## src/rtl/led_seq_pkg.sv

```systemverilog
// Shared definitions for the LED step sequencer.
//   seq_state_t : sequencer FSM state encoding
//   addr_width  : table index width derived from the table depth
//   entry_width : width of one table entry, laid out as {dwell, pattern}
package led_seq_pkg;

   typedef enum logic [1:0] {
      StIdle    = 2'b00,
      StLoad    = 2'b01,
      StDwell   = 2'b10,
      StAdvance = 2'b11
   } seq_state_t;

   // Index width for a table of 'depth' entries; at least one bit.
   function automatic int unsigned addr_width(input int unsigned depth);
      return (depth > 1) ? $clog2(depth) : 1;
   endfunction

   // Entry layout is {dwell, pattern}; pattern occupies the low num_leds bits.
   function automatic int unsigned entry_width(input int unsigned num_leds,
                                               input int unsigned tick_w);
      return num_leds + tick_w;
   endfunction

endpackage

```

## src/rtl/dwell_timer.sv

```systemverilog
// Per-step dwell timer for the LED step sequencer.
//   clk     : system clock
//   reset   : asynchronous active-high reset
//   start   : load the timer with 'dwell' (a dwell of 0 is treated as 1)
//   dwell   : dwell length in tick_en pulses
//   tick_en : time-base strobe, already gated by the caller to the wait phase
//   expire  : one-cycle pulse in the cycle that carries the final tick
module dwell_timer
   import led_seq_pkg::*;
#(
   parameter int unsigned TICK_W = 4
) (
   input  logic              clk,
   input  logic              reset,
   input  logic              start,
   input  logic [TICK_W-1:0] dwell,
   input  logic              tick_en,
   output logic              expire
);

   logic [TICK_W-1:0] count;

   // Combinational so the owner can leave its wait state on the very edge
   // that samples the last tick; count returns to 0 afterwards, so it pulses once.
   assign expire = tick_en && !start && (count == TICK_W'(1));

   always_ff @(posedge clk or posedge reset) begin
      if (reset) begin
         count <= '0;
      end else if (start) begin
         count <= (dwell == '0) ? TICK_W'(1) : dwell;
      end else if (tick_en && (count != '0)) begin
         count <= count - TICK_W'(1);
      end
   end

endmodule

```

## src/rtl/led_step_sequencer.sv

```systemverilog
// Programmable LED pattern sequencer: plays a table of {dwell, pattern} steps
// in order, holding each pattern for its dwell in tick_en pulses, then either
// finishes or wraps to step 0.
//   clk, reset          : clock and asynchronous active-high reset
//   wr_en/wr_addr/...   : table write port, accepted in any state
//   last_step           : final step index, latched when a run starts
//   loop                : wrap after the final step (sampled at each advance)
//   go, stop            : start request (idle only) and abort (highest priority)
//   tick_en             : shared time-base strobe
//   led                 : registered LED drive
//   busy                : high whenever a run is in progress
//   step_idx            : index of the current step
//   done                : one-cycle pulse after a normally completed run
module led_step_sequencer
   import led_seq_pkg::*;
#(
   parameter  int unsigned NUM_LEDS = 8,
   parameter  int unsigned DEPTH    = 8,
   parameter  int unsigned TICK_W   = 4,
   localparam int unsigned ADDR_W   = addr_width(DEPTH)
) (
   input  logic                clk,
   input  logic                reset,
   input  logic                wr_en,
   input  logic [ADDR_W-1:0]   wr_addr,
   input  logic [NUM_LEDS-1:0] wr_pattern,
   input  logic [TICK_W-1:0]   wr_dwell,
   input  logic [ADDR_W-1:0]   last_step,
   input  logic                loop,
   input  logic                go,
   input  logic                stop,
   input  logic                tick_en,
   output logic [NUM_LEDS-1:0] led,
   output logic                busy,
   output logic [ADDR_W-1:0]   step_idx,
   output logic                done
);

   localparam int unsigned ENTRY_W = entry_width(NUM_LEDS, TICK_W);

   logic [ENTRY_W-1:0] step_table [DEPTH];
   logic [ENTRY_W-1:0] cur_entry;
   seq_state_t         state;
   logic [ADDR_W-1:0]  last_latched;
   logic               timer_start;
   logic               timer_tick;
   logic               expire;

   // Step table; a write only becomes visible when the entry is next loaded.
   always_ff @(posedge clk or posedge reset) begin
      if (reset) begin
         for (int i = 0; i < int'(DEPTH); i++) begin
            step_table[i] <= '0;
         end
      end else if (wr_en) begin
         step_table[wr_addr] <= {wr_dwell, wr_pattern};
      end
   end

   assign cur_entry   = step_table[step_idx];
   assign timer_start = (state == StLoad);
   // Ticks only count while waiting; ticks in load/advance are dropped.
   assign timer_tick  = tick_en && (state == StDwell);

   dwell_timer #(
      .TICK_W (TICK_W)
   ) u_dwell_timer (
      .clk     (clk),
      .reset   (reset),
      .start   (timer_start),
      .dwell   (cur_entry[ENTRY_W-1:NUM_LEDS]),
      .tick_en (timer_tick),
      .expire  (expire)
   );

   always_ff @(posedge clk or posedge reset) begin
      if (reset) begin
         state        <= StIdle;
         led          <= '0;
         busy         <= 1'b0;
         step_idx     <= '0;
         done         <= 1'b0;
         last_latched <= '0;
      end else if (stop && (state != StIdle)) begin
         state    <= StIdle;
         led      <= '0;
         busy     <= 1'b0;
         step_idx <= '0;
         done     <= 1'b0;
      end else begin
         done <= 1'b0;
         unique case (state)
            StIdle: begin
               led <= '0;
               if (go && !stop) begin
                  step_idx     <= '0;
                  last_latched <= last_step;
                  busy         <= 1'b1;
                  state        <= StLoad;
               end
            end
            StLoad: begin
               led   <= cur_entry[NUM_LEDS-1:0];
               state <= StDwell;
            end
            StDwell: begin
               if (expire) begin
                  state <= StAdvance;
               end
            end
            StAdvance: begin
               if (step_idx != last_latched) begin
                  step_idx <= step_idx + ADDR_W'(1);
                  state    <= StLoad;
               end else if (loop) begin
                  step_idx <= '0;
                  state    <= StLoad;
               end else begin
                  led      <= '0;
                  busy     <= 1'b0;
                  step_idx <= '0;
                  done     <= 1'b1;
                  state    <= StIdle;
               end
            end
         endcase
      end
   end

endmodule

```

## config.mk

```make
export PLATFORM = sky130hd
export DESIGN_NAME = led_step_sequencer
export DESIGN_NICKNAME = d
export VERILOG_FILES = /design/src/rtl/led_seq_pkg.sv /design/src/rtl/dwell_timer.sv /design/src/rtl/led_step_sequencer.sv
export SDC_FILE = /design/constraint.sdc
export NUM_CORES = 1
export LEC_CHECK = 0
export ABC_AREA = 1
export CORE_MARGIN = 1.5
export CORE_UTILIZATION = 66
export CTS_BUF_LIST = sky130_fd_sc_hd__clkbuf_2 sky130_fd_sc_hd__clkbuf_4 sky130_fd_sc_hd__clkbuf_8
export DETAILED_ROUTE_END_ITERATION = 6
export PLACE_DENSITY = 0.88
export SLEW_MARGIN = 10
export SYNTH_ARGS = -nofsm -noshare
export SYNTH_HDL_FRONTEND = slang
export SYNTH_SLANG_ARGS = --single-unit
export TNS_END_PERCENT = 1
```

## constraint.sdc

```tcl
create_clock -name clk -period 9.2 [get_ports clk]
set_clock_uncertainty 0.2 [all_clocks]
set_input_delay 1.38 -clock clk [delete_from_list [all_inputs] [get_ports clk]]
set_output_delay 1.38 -clock clk [all_outputs]
set_load 0.05 [all_outputs]
```

==> impl_metrics.py, run 1 <==
metrics = {
    "power": {
        "power_density_over_the_cells_nw_per_um2": 290,
        "power.leakage_uw": 0.00302,
        "vdd_ir_drop_max_mv": 0.127,
    },
    "synth": {
        "synth_instances": 671,
        "post_synth_edffs": 0,
        "synthArstFlopShare": 1.00,
        "synth_largest_area_cell": "dfrtp_1",
        "postSynthRegisterBits": 118,
        "number_of_distinct_library_cell_variants_in_the_gate_level_netlist_after_synthesis": 29,
        "yosys.cell_count.top_type": "nand2_1",
        "yosysSeqAreaShare": 0.531,
        "synth.net_count": 704,
        "synth.cells.most_frequent": "183 x nand2_1, 125 x o21ai_0, 118 x dfrtp_1, 62 x inv_1, 44 x nor2_1",
        "synth_area_sq_um": 5560,
        "synth_top_area_share": 0.531,
        "avgSynthCellArea_sq_um": 8.29,
        "yosysWarningCount": 0,
        "post_synth_main_area_contributors": "dfrtp_1 53%, nand2_1 12%, o21ai_0 11%, inv_1 4.2%, o211ai_1 3.2%",
        "synth_top_flop_cell": "dfrtp_1",
    },
    "floorplan": {
        "vertical_die_dimension_um": 94.8,
        "floorplan.die_area_sq_um": 8980,
        "floorplan.initialDensity": 0.680,
        "dieWidth_um": 94.8,
        "top_level_ports": 38,
        "rows": 33,
        "core_area_sq_um": 8180,
    },
    "setup_path": {
        "timing.critical_path.from_type": "flip-flop",
        "cp_data_required_time_ps": 7620,
        "critical_path_arrival_ps": 2200,
        "worstSetupEndpointType": "output port",
        "worstSetupPathType": "reg2out",
        "worst_path_fanout_max": 60,
    },
    "global_route": {
        "gr-total-overflow": 0,
        "grt.met2_usage": 0.539,
        "grtUsageMet1": 0.424,
        "grt.busiest_layer": "met2",
        "grt.met3_usage": 0.0878,
        "first_global_vias": 4727,
        "largest_net_degree_at_the_start_of_global_routing": 62,
        "track_usage": 0.333,
        "first_pass_grt_wire_length_um": 22300,
        "antenna_found_initial": 0,
    },
    "timing": {
        "rsz0062_at_grt": "false",
        "setup_viol": 0,
        "period_share": 0.411,
        "final_critical_delay_including_setup_and_external_delays_ps": 3780,
        "fin_tns_setup_ps": 0,
        "final-max-slew-violation-count": 0,
        "final_worst_slack_ps": 5420,
        "tightestPinTransition_ps": 883,
        "timing.fmax_mhz": 264,
        "finalHoldViolCount": 0,
        "max_slew_margin": 0.410,
    },
    "cts": {
        "cts.path.max_buffers": 2,
        "cts_tree": "done",
        "worst_setup_hold_path_clk_slew_ps": 80,
        "cts.repair.resized": 0,
        "clock_sink_count": 118,
        "clock_tree_root": "clkbuf_8",
        "clk-insertion-delay-late_ps": 440,
        "cts_buffers": 17,
        "cts_hold_repair.buffers": 0,
        "cts_post_setup_buffers_inserted": 0,
        "cts_htree_levels": 4,
    },
    "layout": {
        "fillerInstances": 541,
        "fin_nets": 730,
        "syn2layout_area_growth_pct": 14.3,
        "final_core_util": 0.777,
        "finish.instance_area_sq_um": 6360,
        "layout_cells_sized_above_1": 0.0662,
        "non_filler_cells_in_the_finished_layout": 815,
        "num_antenna_cells": 0,
    },
    "route": {
        "number_of_remaining_drc_errors": 0,
        "wl_per_cell_um": 16.7,
        "route.detailed.vias_per_inst": 5.95,
        "wl_um": 13600,
        "dr.first_iter.drc_count": 473,
        "postRouteAntennaNets": 0,
        "pre_repair_dr_iteration_count": 5,
        "vias": 4851,
    },
    "run_status": {
        "status": "finished, final reports clean",
    },
    "place": {
        "place.port_buffers": 37,
        "place_hpwl_um": 8260,
        "placement.cell_area_sq_um": 5910,
        "finalWeightedCongestion": 0.836,
        "placedCellCount": 783,
        "post-place-ws_ps": 5800,
    },
    "min_path": {
        "min_path_type": "reg2reg",
    },
    "flow_run": {
        "max-cap-violations": 0,
    },
}
## cells by family (layout without fill, tap and decap cells)
logic type               after synthesis  after routing  synth area share
AND/OR/NAND/NOR                      266            266             0.191
buffers and inverters                 98            137            0.0767
adder cells (fa/ha/maj)                8              8            0.0180
XOR/XNOR                               6              6            0.0122
flip-flops                           118            118             0.531
AO/OA/AOI/OAI                        175            175             0.171
## final cells by class
class	instances	area, sq um	area share
inverter	63	239	0.0376
timing repair buffer	42	408	0.0642
clock inverter	14	196	0.0309
multi-input combinational	455	2180	0.343
sequential	118	2950	0.465
tap	105	131	0.0207
clock buffer	18	248	0.0390
## layer usage
layer / part of all wire / wire length, um
met3: 0.079 / 1080
met1: 0.41 / 5610
met5: 0 / 0
met4: 0.024 / 327
met2: 0.48 / 6610
## metrics by stage
stage	power [uW]	hold WS (ps)
2_1_floorplan	1160	248
3_3_place_gp	1280	261
3_5_place_dp	1310	268
4_1_cts	1840	286
5_1_grt	1950	304
6_report	1840	284
## power breakdown
part / internal [uW] / switching [uW] / total (uW)
Clock: 305 / 222 / 527
Combinational: 195 / 410 / 606
Sequential: 638 / 72.1 / 710
Total: 1140 / 704 / 1840
## worst max-delay path, stage by stage, from the launching register on
cell	delay, ps
dfrtp_1	330
buf_4	490
clkdlybuf4s50_1	920
## registers in the layout (all words and copies together), names as in the netlist
signal	cells
led	8
step_table	96
busy	1
done	1
state	2
step_idx	3
u_dwell_timer.count	4
last_latched	3
## layout by cell type (no fill, tap or decap), types with 5 or more instances in the layout
cell type,count
o21ai_1,6
buf_4,5
clkdlybuf4s50_1,37
inv_1,61
nand2_1,183
a21oi_1,14
dfrtp_1,118
ha_1,8
o211ai_1,24
clkbuf_8,18
o21ai_0,125
nand3_1,33
nor2_1,44
## final timing paths
path | from | end | slack, ps | cells after the start
setup / recovery | step_idx[0] | step_idx[0] | 5420 | 2
hold / removal | step_table[64] | step_table[64] | 280 | 2
setup reg to reg | step_idx[0] | u_dwell_timer.count[0] | 6420 | 11
hold reg to reg | step_table[64] | step_table[64] | 280 | 2
max in group asynchronous | reset | step_table[5] | 6310 | 3
min in group asynchronous | reset | step_table[2] | 1220 | 2
(Power assumes the default switching activity.)
==> run 2, diff against run 1 <==
--- a/config.mk
+++ b/config.mk
@@ -7,10 +7,10 @@
 export LEC_CHECK = 0
 export ABC_AREA = 1
 export CORE_MARGIN = 1.5
-export CORE_UTILIZATION = 66
+export CORE_UTILIZATION = 55
 export CTS_BUF_LIST = sky130_fd_sc_hd__clkbuf_2 sky130_fd_sc_hd__clkbuf_4 sky130_fd_sc_hd__clkbuf_8
 export DETAILED_ROUTE_END_ITERATION = 6
-export PLACE_DENSITY = 0.88
+export PLACE_DENSITY = 0.78
 export SLEW_MARGIN = 10
 export SYNTH_ARGS = -nofsm -noshare
 export SYNTH_HDL_FRONTEND = slang
==> constraint.sdc (replaced) <==
create_clock -name clk -period 3.4 [get_ports clk]
set_clock_uncertainty 0.2 [all_clocks]
set_input_delay 0.51 -clock clk [delete_from_list [all_inputs] [get_ports clk]]
set_output_delay 0.51 -clock clk [all_outputs]
set_load 0.05 [all_outputs]
==> run 2 against run 1 <==
Highest routed layer unchanged. Clock power increased to 2.6 times the previous value. Via count fell by 4.0%. Non-clock buffer count rose by 3. Final area up 0.98%. Utilization decreased by 12 points. Sequential share of layout area fell by 0.45 points.
==> impl_metrics.py, run 2 (synthesized netlist as in run 1, its figures left out) <==
metrics = {
    "setup_path": {
        "worstSetupPathType": "reg2out",
        "worstSetupEndpointType": "output port",
        "critPathBufInv": 1,
        "ff2ff_setup_slack_ps": 1150,
        "critical_path_arrival_ps": 1680,
        "timing.critical_path.from_type": "flip-flop",
        "reg_to_reg_end": "led[2]",
        "worstPathCellList": "clkdlybuf4s50_1",
        "worst_path_dominant_cell_family": "buffers and inverters",
        "cp_data_required_time_ps": 2690,
        "worst_r2r_path_depth": 6,
        "largest_stage_delay_on_the_critical_path_ps": 830,
        "timing.critical_path.slowest_stage_cell": "clkdlybuf4s50_1",
        "rr_startpoint": "state[1]",
        "worst_path_fanout_max": 4,
    },
    "timing": {
        "setup_viol": 0,
        "period_share": 0.703,
        "tightestPinTransition_ps": 905,
        "fin_tns_setup_ps": 0,
        "fin_worst_hold_slack_ps": 283,
        "rsz0062_at_grt": "false",
        "timing.fmax_mhz": 418,
        "final_critical_delay_including_setup_and_external_delays_ps": 2390,
        "final-max-slew-violation-count": 0,
        "finalHoldViolCount": 0,
        "max_slew_margin": 0.395,
    },
    "layout": {
        "non_filler_cells_in_the_finished_layout": 846,
        "biggestRegsByFlops": "step_table (96), led (8), u_dwell_timer.count (4)",
        "fin_nets": 733,
        "syn2layout_area_growth_pct": 15.4,
        "layout_common_cells": "183 x nand2_1, 125 x o21ai_0, 118 x dfrtp_1",
        "area.sequential_sq_um": 2950,
        "final_core_util": 0.657,
        "final_common_cell": "nand2_1",
        "largest_register": "step_table",
        "max_ffs_per_register": 96,
        "num_antenna_cells": 0,
        "layout_cells_sized_above_1": 0.0701,
        "fillerInstances": 792,
        "multi_input_gate_area_in_the_final_layout_sq_um": 2180,
    },
    "power": {
        "report.power.total_uw": 4910,
        "power_density_over_the_cells_nw_per_um2": 766,
        "vdd_ir_drop_max_mv": 0.374,
        "power.leakage_uw": 0.00302,
    },
    "cts": {
        "cts_hold_repair.buffers": 0,
        "worst_setup_hold_path_clk_slew_ps": 70,
        "clock_sink_count": 118,
        "cts.path.max_buffers": 2,
        "clk-insertion-delay-late_ps": 430,
        "cts_post_setup_buffers_inserted": 0,
        "cts_buffers": 17,
        "cts.repair.resized": 0,
        "cts_tree": "done",
        "clock_tree_root": "clkbuf_8",
        "cts_htree_levels": 4,
    },
    "min_path": {
        "holdPathEnd": "step_table[36]",
        "min_path_type": "reg2reg",
        "min-delay-start": "step_table[36]",
        "holdPathStages": 2,
    },
    "global_route": {
        "gr-total-overflow": 0,
        "first_global_vias": 4494,
        "antenna_found_initial": 0,
        "largest_net_degree_at_the_start_of_global_routing": 119,
        "first_pass_grt_wire_length_um": 22200,
        "track_usage": 0.262,
    },
    "route": {
        "vias": 4659,
        "route.detailed.vias_per_inst": 5.51,
        "number_of_remaining_drc_errors": 0,
        "pre_repair_dr_iteration_count": 5,
        "wl_um": 12900,
        "postRouteAntennaNets": 0,
        "dr.first_iter.drc_count": 449,
        "wl_per_cell_um": 15.2,
    },
    "place": {
        "place_hpwl_um": 7960,
        "finalWeightedCongestion": 0.850,
        "place.port_buffers": 37,
        "placedCellCount": 814,
    },
    "floorplan": {
        "dieWidth_um": 104,
        "top_level_ports": 38,
        "vertical_die_dimension_um": 104,
        "floorplan.initialDensity": 0.569,
        "rows": 36,
        "core_area_sq_um": 9770,
        "floorplan.die_area_sq_um": 10700,
    },
    "flow_run": {
        "max-cap-violations": 0,
    },
    "run_status": {
        "status": "finished, final reports clean",
    },
}
==> run 2: cell types whose count changed in the layout (fill, tap and decap cells not counted), sizes merged <==
cell / before / now
buf: 5 / 8
clkinvlp: 3 / 7
inv: 67 / 62
clkbuf: 18 / 19
==> run 2: how the worst max path moves through the flow <==
stage                           start             end  slack [ps]  cells past startpoint
after CTS                 step_idx[0]     step_idx[0]        1000                      1
after global routing      step_idx[0]     step_idx[0]         970                      1
after global placement          wr_en  step_table[22]         960                      5
final                     step_idx[0]     step_idx[0]        1010                      1
after floorplan                 reset            busy        1250                      1
after detailed placement        wr_en  step_table[18]         840                      5
==> run 2: routing by layer <==
layer / up-vias / global-route usage / wire length, um
met5: - / 0 / 0
met4: 0 / 0.0883 / 161
met3: 17 / 0.0642 / 994
met2: 202 / 0.411 / 6120
met1: 2198 / 0.358 / 5620
li1: 2242 / - / -
==> run 2: where the power goes <==
part           switching (uW)  internal [uW]
clock                     566            820
combinational            1070            537
sequential                194           1730
total                    1830           3080
==> run 2: final cells by class <==
cell class | count | area share
sequential | 118 | 0.460
multi-input combinational | 455 | 0.340
timing repair buffer | 45 | 0.0690
clock buffer | 19 | 0.0398
inverter | 63 | 0.0374
clock inverter | 13 | 0.0281
tap | 133 | 0.0259
==> run 2: metrics by stage <==
step / cell area [sq um] / setup slack (ps)
final: 6420 / 1010
after global routing: 6420 / 970
after CTS: 6420 / 996
after detailed placement: 5980 / 839
after global placement: 5980 / 965
after floorplan: 5560 / 1250
==> run 3, diff against run 2 <==
--- a/config.mk
+++ b/config.mk
@@ -7,10 +7,10 @@
 export LEC_CHECK = 0
 export ABC_AREA = 1
 export CORE_MARGIN = 1.5
-export CORE_UTILIZATION = 55
+export CORE_UTILIZATION = 61
 export CTS_BUF_LIST = sky130_fd_sc_hd__clkbuf_2 sky130_fd_sc_hd__clkbuf_4 sky130_fd_sc_hd__clkbuf_8
 export DETAILED_ROUTE_END_ITERATION = 6
-export PLACE_DENSITY = 0.78
+export PLACE_DENSITY = 0.82
 export SLEW_MARGIN = 10
 export SYNTH_ARGS = -nofsm -noshare
 export SYNTH_HDL_FRONTEND = slang
==> constraint.sdc (replaced) <==
create_clock -name clk -period 2.21 [get_ports clk]
set_clock_uncertainty 0.2 [all_clocks]
set_input_delay 0.3315 -clock clk [delete_from_list [all_inputs] [get_ports clk]]
set_output_delay 0.3315 -clock clk [all_outputs]
set_load 0.05 [all_outputs]
==> run 3 against run 2 <==
Combinational power grew 61%. Sequential cell count is the same. Count of clock-buffer cells in the layout grew 5. Utilization grew 8.9 points. Die area shrank 9.6%. First-iteration DRC count shrank 16%. Final area grew 1.8%. Critical path depth is the same. Worst setup slack lost 920 ps.
==> impl_metrics.py, run 3 (synthesized netlist as in run 1, its figures left out) <==
metrics = {
    "run_status": {
        "status": "finished, final reports clean",
    },
    "power": {
        "pwr-share-clk": 0.273,
        "power.net_switching_uw": 2850,
        "swShare": 0.373,
        "p_seq_frac": 0.387,
        "power_density_over_the_cells_nw_per_um2": 1170,
        "cell_internal_pwr_uw": 4800,
        "combPwrFrac": 0.340,
        "power.leakage_uw": 0.00313,
        "vdd_ir_drop_max_mv": 0.636,
    },
    "place": {
        "placement.cell_area_sq_um": 6100,
        "place.port_buffers": 37,
        "placedCellCount": 806,
        "finalWeightedCongestion": 0.883,
        "place_hpwl_um": 8900,
    },
    "setup_path": {
        "reg_to_reg_end": "led[1]",
        "worst_path_fanout_max": 2,
        "largest_stage_delay_on_the_critical_path_ps": 810,
        "worstSetupPathType": "reg2out",
        "worstPathCellList": "clkdlybuf4s50_1",
        "cp_data_required_time_ps": 1680,
        "path_depth": 1,
        "timing.critical_path.from_type": "flip-flop",
        "worstSetupEndpointType": "output port",
        "critPathBufInv": 1,
        "worst_path_dominant_cell_family": "buffers and inverters",
        "timing.critical_path.slowest_stage_cell": "clkdlybuf4s50_1",
        "critical_path_arrival_ps": 1590,
        "worst_r2r_path_depth": 10,
        "endpoint": "led[0]",
        "rr_startpoint": "state[1]",
        "ff2ff_setup_slack_ps": 160,
        "worstSetupStartpoint": "led[0]",
    },
    "cts": {
        "clk-insertion-delay-late_ps": 430,
        "clock_tree_root": "clkbuf_8",
        "cts.path.max_buffers": 2,
        "cts_hold_repair.buffers": 1,
        "cts_buffers": 17,
        "cts.repair.resized": 0,
        "worst_setup_hold_path_clk_slew_ps": 70,
        "cts_post_setup_buffers_inserted": 0,
        "clock_sink_count": 118,
        "cts_htree_levels": 4,
        "cts_tree": "done",
    },
    "route": {
        "dr.first_iter.drc_count": 376,
        "wl_per_cell_um": 16.6,
        "wl_um": 13900,
        "route.detailed.vias_per_inst": 5.76,
        "pre_repair_dr_iteration_count": 5,
        "vias": 4829,
        "number_of_remaining_drc_errors": 0,
        "postRouteAntennaNets": 0,
    },
    "layout": {
        "layout_cells_sized_above_1": 0.0958,
        "layout_common_cells": "183 x nand2_1, 125 x o21ai_0, 118 x dfrtp_1",
        "final_common_cell": "nand2_1",
        "finish.instance_area_sq_um": 6530,
        "syn2layout_area_growth_pct": 17.5,
        "fin_nets": 751,
        "max_ffs_per_register": 96,
        "biggestRegsByFlops": "step_table (96), led (8), u_dwell_timer.count (4)",
        "largest_register": "step_table",
        "num_antenna_cells": 0,
        "fillerInstances": 638,
        "non_filler_cells_in_the_finished_layout": 839,
    },
    "floorplan": {
        "top_level_ports": 38,
        "vertical_die_dimension_um": 98.5,
        "floorplan.initialDensity": 0.634,
        "rows": 34,
        "dieWidth_um": 98.5,
        "floorplan.die_area_sq_um": 9700,
        "core_area_sq_um": 8760,
    },
    "global_route": {
        "largest_net_degree_at_the_start_of_global_routing": 52,
        "antenna_found_initial": 0,
        "first_pass_grt_wire_length_um": 23200,
        "first_global_vias": 4750,
        "track_usage": 0.306,
        "gr-total-overflow": 0,
    },
    "min_path": {
        "min_path_type": "in2reg",
    },
    "flow_run": {
        "max-cap-violations": 0,
    },
    "timing": {
        "final-max-slew-violation-count": 0,
        "max_slew_margin": 0.662,
        "final_critical_delay_including_setup_and_external_delays_ps": 2120,
        "setup_viol": 0,
        "period_share": 0.959,
        "fin_worst_hold_slack_ps": 265,
        "rsz0062_at_grt": "false",
        "timing.fmax_mhz": 472,
        "finalHoldViolCount": 0,
        "tightestPinTransition_ps": 505,
        "fin_tns_setup_ps": 0,
    },
}
run 3: changes by cell type in the layout (fill, tap and decap cells not counted), sizes merged:
| cell | previous run | this run |
|---|---|---|
| clkbuf | 19 | 24 |
| bufinv | 4 | 3 |
| buf | 8 | 28 |
| clkinvlp | 7 | 2 |
| clkdlybuf4s50 | 37 | 34 |
| clkinv | 3 | 4 |
| dlygate4sd3 | 0 | 1 |
run 3: final cells by class:
| class | count | area [sq um] | share of cell area |
|---|---|---|---|
| sequential | 118 | 2950 | 0.452 |
| multi-input combinational | 455 | 2180 | 0.334 |
| timing repair buffer | 63 | 598 | 0.0915 |
| clock buffer | 24 | 305 | 0.0467 |
| inverter | 63 | 240 | 0.0368 |
| tap | 108 | 135 | 0.0207 |
| clock inverter | 8 | 121 | 0.0186 |
run 3: how the worst min path moves through the flow:
stage                               from         endpoint  slack (ps)  depth (start not counted)
after floorplan                     loop             done         200                          1
after global placement    step_table[73]   step_table[73]         260                          2
after detailed placement  step_table[36]   step_table[36]         270                          2
after CTS                   last_step[2]  last_latched[2]         260                          3
after global routing        last_step[0]  last_latched[0]         290                          3
final                       last_step[2]  last_latched[2]         270                          3
run 3: stage by stage:
stage	util	total power [uW]	setup slack, ps
global route	0.746	8110	20.4
finish	0.746	7660	91.1
detailed placement	0.696	5530	227
floorplan	-	4810	237
global placement	0.696	5400	288
CTS	0.746	7620	81.6
run 3: power groups by stage:
stage               combinational, uW  clock (uW)  sequential (uW)
finish                           2600        2090             2960
CTS                              2580        2090             2950
global placement                 2440           0             2960
detailed placement               2540           0             2990
floorplan                        1620           0             3190
global route                     2910        2190             3020
run 3: per-layer routing:
layer	track usage	wire [um]
met1	0.402	5760
met2	0.499	6760
met3	0.0801	1170
met4	0.0997	249
met5	0	0
